===== config.mk =====
export PLATFORM = sky130hd
export DESIGN_NAME = univ_shift_register
export DESIGN_NICKNAME = d
export VERILOG_FILES = /design/src/rtl/univ_shift_register.sv
export SDC_FILE = /design/constraint.sdc
export NUM_CORES = 1
export LEC_CHECK = 0
export CAP_MARGIN = 40
export CELL_PAD_IN_SITES_DETAIL_PLACEMENT = 1
export CELL_PAD_IN_SITES_GLOBAL_PLACEMENT = 1
export CORE_UTILIZATION = 37
export CTS_CLUSTER_DIAMETER = 150
export DETAILED_ROUTE_END_ITERATION = 10
export PLACE_DENSITY_LB_ADDON = 0.1
export SYNTH_ARGS = -nofsm -noshare
export SYNTH_HDL_FRONTEND = slang
export SYNTH_SLANG_ARGS = --single-unit

===== constraint.sdc =====
create_clock -name clk -period 2.17 [get_ports clk]
set_input_delay 0.3255 -clock clk [delete_from_list [all_inputs] [get_ports clk]]
set_output_delay 0.3255 -clock clk [all_outputs]
set_load 0.01 [all_outputs]

===== src/rtl/univ_shift_register.sv =====
// univ_shift_register: universal shift register with per-cycle mode select
// and a start-triggered serializer burst that shifts a word out MSB-first.
module univ_shift_register #(
  parameter int WIDTH = 8,
  parameter int CW    = $clog2(WIDTH + 1)
) (
  input  logic             clk,
  input  logic             reset,
  input  logic             en,
  input  logic [2:0]       mode,
  input  logic             sin_l,
  input  logic             sin_r,
  input  logic [WIDTH-1:0] load_data,
  input  logic             start,
  output logic [WIDTH-1:0] out,
  output logic             sout_l,
  output logic             sout_r,
  output logic             busy,
  output logic             done
);

  typedef enum logic {
    IDLE  = 1'b0,
    SHIFT = 1'b1
  } state_t;

  localparam logic [2:0] MODE_HOLD  = 3'b000;
  localparam logic [2:0] MODE_SHL   = 3'b001;
  localparam logic [2:0] MODE_SHR   = 3'b010;
  localparam logic [2:0] MODE_ROL   = 3'b011;
  localparam logic [2:0] MODE_ROR   = 3'b100;
  localparam logic [2:0] MODE_LOAD  = 3'b101;
  localparam logic [2:0] MODE_ASR   = 3'b110;
  localparam logic [2:0] MODE_CLEAR = 3'b111;

  // Counter value on the edge that performs the final burst shift.
  localparam logic [CW-1:0] LAST_COUNT = CW'(WIDTH - 1);

  state_t        state;
  logic [CW-1:0] count;

  // Serial taps come straight off the register ends.
  assign sout_l = out[WIDTH-1];
  assign sout_r = out[0];

  // Register, burst FSM, counter and status flags; start outranks mode in IDLE.
  always_ff @(posedge clk or posedge reset) begin
    if (reset) begin
      out   <= '0;
      busy  <= 1'b0;
      done  <= 1'b0;
      state <= IDLE;
      count <= '0;
    end else begin
      done <= 1'b0;
      case (state)
        IDLE: begin
          if (start) begin
            out   <= load_data;
            count <= '0;
            state <= SHIFT;
            busy  <= 1'b1;
          end else if (en) begin
            case (mode)
              MODE_HOLD:  out <= out;
              MODE_SHL:   out <= {out[WIDTH-2:0], sin_l};
              MODE_SHR:   out <= {sin_r, out[WIDTH-1:1]};
              MODE_ROL:   out <= {out[WIDTH-2:0], out[WIDTH-1]};
              MODE_ROR:   out <= {out[0], out[WIDTH-1:1]};
              MODE_LOAD:  out <= load_data;
              MODE_ASR:   out <= {out[WIDTH-1], out[WIDTH-1:1]};
              MODE_CLEAR: out <= '0;
              default:    out <= out;
            endcase
          end
        end
        SHIFT: begin
          if (en) begin
            out   <= {out[WIDTH-2:0], sin_l};
            count <= count + 1'b1;
            if (count == LAST_COUNT) begin
              state <= IDLE;
              busy  <= 1'b0;
              done  <= 1'b1;
            end
          end
        end
        default: begin
          state <= IDLE;
          busy  <= 1'b0;
        end
      endcase
    end
  end

endmodule


==> flow_metrics.py, run 1 <==
metrics = {
    "synthesis": {
        "synth_seq_cells": 15,
        "yosys_warnings": 0,
        "ys_types": 38,
        "syn_inst": 116,
        "synth.net_count": 134,
        "synth_seq_area_share_pct": 36.1,
        "syn_avg_cell_area_sq_um": 8.95,
        "synth.cell_area_sq_um": 1040,
    },
    "run_status": {
        "status": "finished clean",
    },
    "power_and_ir_drop": {
        "ir_worst_vdd_v": 0.000610,
        "powerDensity_nw_per_um2": 965,
        "p_comb_share_pct": 44.0,
        "p_leak_nw": 0.519,
        "power_frac_clock_pct": 14.1,
        "power_switching_mw": 0.500,
        "swShare_pct": 39.1,
        "p_int_mw": 0.780,
        "p_seq_share_pct": 41.9,
    },
    "critical_path": {
        "r2r-end": "out[3]$_DFFE_PP0P_",
        "crit_arrival_ns": 1.91,
        "crit_path_max_incr_delay_ns": 0.63,
        "path_buf_inv": 1,
        "crit_slowest_cell": "clkdlybuf4s50_1",
        "path_class": "input port to flip-flop",
        "crit_fanout": 14,
        "cp.depth": 4,
        "reg2reg_depth": 3,
        "worstSetupEndpointType": "flip-flop",
        "worstPathCellList": "clkdlybuf4s50_1 -> o41ai_4 -> nand2b_2 -> o22a_1",
        "worst-r2r-setup-slack_ns": 0.57,
        "r2r_start": "state$_DFF_PP0_",
        "required_ns": 2.35,
        "start_kind": "input port",
        "crit_start": "mode[0]",
        "crit_end": "out[1]$_DFFE_PP0P_",
        "critPathTopFamily": "compound AO/OA/AOI/OAI gates",
    },
    "sta": {
        "max_freq_mhz": 578,
        "hold_violations": 0,
        "skew_ns": 0.00543,
        "report.final.slew_viol_count": 0,
        "rsz0062_at_grt": "false",
        "slew_headroom_pct": 57.7,
        "final.min_clock_period_ns": 1.73,
        "tns_ns": 0,
        "min_period_over_period_pct": 79.7,
        "finalSetupViolations": 0,
        "tightest_slew_ns": 0.634,
    },
    "clock_tree": {
        "postCtsHoldBufs": 0,
        "postCtsSetupBuffers": 0,
        "cts_inserted_buffers": 3,
        "numClockSinks": 15,
        "clock_path_buffers": 2,
        "htreeDepth": 1,
        "clock_latency_ns": 0.29,
        "root_buffer": "clkbuf_4",
        "cts_resized": 0,
        "tritoncts": "built",
        "clk_pin_slew_worst_paths_ns": 0.11,
    },
    "finish": {
        "final_common_cell": "clkdlybuf4s50_1",
        "final_cells": 170,
        "diodes": 0,
        "drive_gt1_share_pct": 7.86,
        "area_delta_synth_final_pct": 27.7,
        "n_fill_cell": 310,
        "mostFrequentLayoutCells": "clkdlybuf4s50_1 (28), dfrtp_1 (15), nor2_1 (12), a22oi_1 (9), nand2_1 (9)",
        "final_nets": 159,
    },
    "floorplan": {
        "rows": 18,
        "fp.dieH_microns": 55.0,
        "num_io_pins": 29,
        "dieWidth_microns": 55.0,
        "initial_core_util_pct": 40.4,
        "design.die.area_sq_um": 3020,
        "core_area_sq_um": 2570,
    },
    "detailed_routing": {
        "antenna_left": 0,
        "drt_wl_total_microns": 3090,
        "vias": 1042,
        "drc_errors": 0,
        "drt_iter0_markers": 17,
        "dr.pass1.iters": 4,
        "via_per_inst": 6.13,
        "wl_per_cell_microns": 18.2,
    },
    "job": {
        "maxCapViolCount": 0,
    },
    "grt": {
        "grt_max_degree": 18,
        "grt_pass1_vias": 1098,
        "grt_pass1_wl_microns": 5130,
        "antenna_found_initial": 0,
        "overflow": 0,
        "grt_use_total_pct": 24.1,
    },
    "placement": {
        "place_congestion": 0.778,
        "dp.cells": 166,
        "dp_hpwl_microns": 2230,
        "port_buffers": 28,
    },
    "worst_hold_path": {
        "hold_path.class": "input port to async pin",
    },
}
## cell usage after synthesis
library cell | count | area share (%)
nor2b_1 | 5 | 3.0
o41ai_4 | 1 | 2.7
clkbuf_1 | 1 | 0.36
ha_1 | 1 | 1.2
a32oi_1 | 3 | 2.5
mux2i_1 | 1 | 0.96
dfrtp_1 | 15 | 36
nand2b_1 | 2 | 1.2
nand4_1 | 1 | 0.60
xor2_1 | 1 | 0.84
nor2_1 | 12 | 4.3
clkbuf_2 | 1 | 0.48
a32o_1 | 4 | 3.9
and3b_1 | 1 | 0.84
or2_2 | 1 | 0.60
nor3b_1 | 1 | 0.72
a31oi_1 | 6 | 3.6
a22oi_1 | 9 | 6.5
o21ba_2 | 1 | 0.96
a21oi_1 | 4 | 1.9
nand3b_1 | 1 | 0.72
buf_4 | 4 | 2.9
nand3_1 | 1 | 0.48
o22ai_1 | 1 | 0.60
o22a_1 | 3 | 2.5
xnor2_1 | 1 | 0.84
nor3_1 | 3 | 1.4
buf_6 | 3 | 3.3
buf_2 | 2 | 0.96
a211oi_1 | 1 | 0.72
o21ai_0 | 8 | 3.9
a22o_1 | 1 | 0.84
nand2_1 | 9 | 3.3
a2bb2oi_1 | 1 | 0.84
o211ai_1 | 1 | 0.72
o31ai_1 | 1 | 0.72
inv_1 | 3 | 1.1
nand2b_2 | 1 | 0.84
## through the flow
| stage | setup WS [ns] | util [%] | instance area [sq um] | power, mW | hold slack, ns |
|---|---|---|---|---|---|
| 6_report | 0.440 | 51.7 | 1330 | 1.28 | 0.406 |
| 5_1_grt | 0.356 | 51.7 | 1330 | 1.38 | 0.463 |
| 4_1_cts | 0.453 | 51.7 | 1330 | 1.28 | 0.436 |
| 3_5_place_dp | 0.145 | 50.5 | 1300 | 1.10 | 0.512 |
| 3_3_place_gp | 0.216 | 50.5 | 1300 | 1.08 | 0.486 |
| 2_1_floorplan | 0.846 | - | 1040 | 0.840 | 0.227 |
## area by class of cell
class / count / area (sq um) / area share [%]
clock buffers: 3 / 22.5 / 1.70
flip-flops and latches: 15 / 375 / 28.3
clock inverters: 1 / 7.51 / 0.566
repair buffers: 31 / 303 / 22.8
multi-input cells: 87 / 569 / 42.9
well taps: 30 / 37.5 / 2.83
inverters: 3 / 11.3 / 0.849
## metal layers
| layer | vias to the layer above | global-route usage, % | part of all wire, % |
|---|---|---|---|
| met5 | - | 0 | 0 |
| met4 | 0 | 7.92 | 0.87 |
| met3 | 5 | 4.37 | 5.6 |
| met2 | 35 | 40.4 | 45 |
| met1 | 520 | 31.0 | 48 |
| li1 | 482 | - | - |
## worst min path at each step
| stage | from | to | slack (ns) | cells after the start |
|---|---|---|---|---|
| after floorplan | reset | busy$_DFFE_PP0P_ | 0.23 | 1 |
| after global placement | count[2]$_DFFE_PP0P_ | count[2]$_DFFE_PP0P_ | 0.49 | 1 |
| after detailed placement | count[2]$_DFFE_PP0P_ | count[2]$_DFFE_PP0P_ | 0.51 | 1 |
| after CTS | reset | out[5]$_DFFE_PP0P_ | 0.44 | 2 |
| after global routing | reset | done$_DFF_PP0_ | 0.46 | 2 |
| final | reset | out[7]$_DFFE_PP0P_ | 0.41 | 2 |
## power groups by stage
stage | registers [mW] | clock network, mW | logic [mW]
finish | 0.536 | 0.180 | 0.564
global route | 0.558 | 0.198 | 0.625
CTS | 0.534 | 0.181 | 0.568
detailed placement | 0.541 | 0 | 0.563
global placement | 0.532 | 0 | 0.544
floorplan | 0.524 | 0 | 0.316
## logic make-up after synthesis
group	Yosys count	synth area share, %
AOI/OAI and AO/OA	45	32.9
muxes	1	0.964
DFF	15	36.1
xor gates and xnor gates	2	1.69
and+or+nand+nor	38	18.1
adders and majority gates	1	1.20
buffers and inverters	14	9.04
## state kept, by name, summed over array words and instances, names as in the netlist
name / cells
out: 8
count: 4
busy: 1
done: 1
state: 1
Note: power is estimated with default switching activity, not from simulation.
==> run 2: changes to the inputs <==
--- a/config.mk
+++ b/config.mk
@@ -8,7 +8,7 @@
 export CAP_MARGIN = 40
 export CELL_PAD_IN_SITES_DETAIL_PLACEMENT = 1
 export CELL_PAD_IN_SITES_GLOBAL_PLACEMENT = 1
-export CORE_UTILIZATION = 37
+export CORE_UTILIZATION = 35
 export CTS_CLUSTER_DIAMETER = 150
 export DETAILED_ROUTE_END_ITERATION = 10
 export PLACE_DENSITY_LB_ADDON = 0.1
==> constraint.sdc (replaced) <==
create_clock -name clk -period 1.6 [get_ports clk]
set_input_delay 0.24 -clock clk [delete_from_list [all_inputs] [get_ports clk]]
set_output_delay 0.24 -clock clk [all_outputs]
set_load 0.01 [all_outputs]
==> flow_metrics.py, run 2 (synthesis results as in run 1) <==
metrics = {
    "run_status": {
        "status": "finished clean",
    },
    "sta": {
        "tns_ns": 0,
        "tightest_slew_ns": 0.387,
        "layout_setup_ws_ns": 0.0574,
        "min_period_over_period_pct": 96.4,
        "max_freq_mhz": 648,
        "final.min_clock_period_ns": 1.54,
        "finalSetupViolations": 0,
        "report.final.slew_viol_count": 0,
        "hold_violations": 0,
        "slew_headroom_pct": 74.2,
        "rsz0062_at_grt": "false",
        "skew_ns": 0.00245,
    },
    "detailed_routing": {
        "drt_wl_total_microns": 3080,
        "wl_per_cell_microns": 16.6,
        "antenna_left": 0,
        "drt_iter0_markers": 43,
        "vias": 1074,
        "dr.pass1.iters": 4,
        "drc_errors": 0,
        "via_per_inst": 5.81,
    },
    "floorplan": {
        "core_area_sq_um": 2780,
        "fp.dieH_microns": 56.5,
        "initial_core_util_pct": 37.3,
        "num_io_pins": 29,
        "design.die.area_sq_um": 3190,
        "rows": 19,
        "dieWidth_microns": 56.5,
    },
    "finish": {
        "diodes": 0,
        "mostFrequentLayoutCells": "clkdlybuf4s50_1 (28), buf_4 (17), nor2_1 (12), dfrtp_1 (10)",
        "final_nets": 173,
        "area_delta_synth_final_pct": 38.6,
        "final_common_cell": "clkdlybuf4s50_1",
        "regMostFlops": "out",
        "reg.largest.list": "out (8), count (4)",
        "n_fill_cell": 333,
        "largest_register_ffs": 8,
        "drive_gt1_share_pct": 20.1,
    },
    "critical_path": {
        "reg2reg_depth": 5,
        "crit_path_max_incr_delay_ns": 0.57,
        "critPathTopFamily": "buffers and inverters",
        "path_class": "flip-flop to output port",
        "r2r_start": "state$_DFF_PP0_",
        "crit_slowest_cell": "clkdlybuf4s50_1",
        "start_kind": "flip-flop",
        "worst-r2r-setup-slack_ns": 0.17,
        "crit_fanout": 5,
        "required_ns": 1.36,
        "crit_arrival_ns": 1.30,
        "path_buf_inv": 1,
        "crit_start": "out[5]$_DFFE_PP0P_",
        "r2r-end": "out[7]$_DFFE_PP0P_",
        "worstPathCellList": "clkdlybuf4s50_1",
        "worstSetupEndpointType": "output port",
    },
    "grt": {
        "antenna_found_initial": 0,
        "grt_pass1_wl_microns": 5330,
        "grt_pass1_vias": 1152,
        "grt_max_degree": 16,
        "overflow": 0,
        "grt_use_total_pct": 21.4,
    },
    "placement": {
        "place_ws_ns": -0.276,
        "port_buffers": 28,
        "dp_hpwl_microns": 2330,
        "place_congestion": 0.785,
    },
    "clock_tree": {
        "numClockSinks": 15,
        "root_buffer": "clkbuf_4",
        "htreeDepth": 1,
        "clock_path_buffers": 2,
        "clk_pin_slew_worst_paths_ns": 0.10,
        "cts_inserted_buffers": 3,
        "tritoncts": "built",
        "clock_latency_ns": 0.29,
    },
    "job": {
        "maxCapViolCount": 0,
    },
    "power_and_ir_drop": {
        "ir_worst_vdd_v": 0.000711,
        "powerDensity_nw_per_um2": 1230,
        "fin_total_pwr_mw": 1.78,
        "p_leak_nw": 0.588,
    },
    "worst_hold_path": {
        "hold_path.class": "input port to async pin",
    },
}
## run 2: changes by cell type in the layout (fill, tap and decap cells not counted)
cell,change
buf_4,+14
clkinv_2,+1
clkinvlp_4,-1
dfrtp_1,-5
dfrtp_2,+5
nor2b_1,-1
nor2b_2,+1
## run 2: routing by layer
| layer | GRT usage (%) | vias up | routed length, microns |
|---|---|---|---|
| met1 | 30.0 | 525 | 1520 |
| met4 | 7.67 | 0 | 36 |
| met3 | 3.00 | 5 | 154 |
| li1 | - | 508 | - |
| met5 | 0 | - | 0 |
| met2 | 33.6 | 36 | 1370 |
## run 2: worst max path at each step
stage	end	slack, ns	depth (start not counted)
floorplan	out[4]$_DFFE_PP0P_	0.33	6
global placement	out[6]$_DFFE_PP0P_	-0.18	5
detailed placement	out[3]$_DFFE_PP0P_	-0.28	5
CTS	out[1]	0.02	1
global route	out[5]	0.01	1
finish	out[5]	0.06	1
## run 2: cell type report
type / count / area [sq um] / share of cell area [%]
multi-input cells: 87 / 572 / 39.7
clock buffers: 3 / 22.5 / 1.57
inverters: 3 / 11.3 / 0.783
well taps: 31 / 38.8 / 2.70
repair buffers: 45 / 408 / 28.3
clock inverters: 1 / 5.00 / 0.348
flip-flops and latches: 15 / 382 / 26.5
## run 2: what timing repair did
action	4_1_cts	5_1_grt
buffers inserted	0	1
hold buffers	0	0
endpoints found under the hold margin	0	0
resized for setup	1	5
setup endpoints to repair	2	12
## run 2: report_power, final
| group | internal, mW | switching (mW) | total, mW |
|---|---|---|---|
| clock | 0.0930 | 0.137 | 0.230 |
| sequential | 0.534 | 0.190 | 0.724 |
| combinational | 0.481 | 0.341 | 0.822 |
## run 2: stage by stage
step | std cells | util (%) | hold WS (ns) | cell area, sq um
2_1_floorplan | 116 | - | 0.141 | 1040
3_3_place_gp | 180 | 50.2 | 0.488 | 1400
3_5_place_dp | 180 | 50.2 | 0.510 | 1400
4_1_cts | 184 | 51.2 | 0.276 | 1420
5_1_grt | 185 | 51.7 | 0.270 | 1440
6_report | 185 | 51.7 | 0.261 | 1440
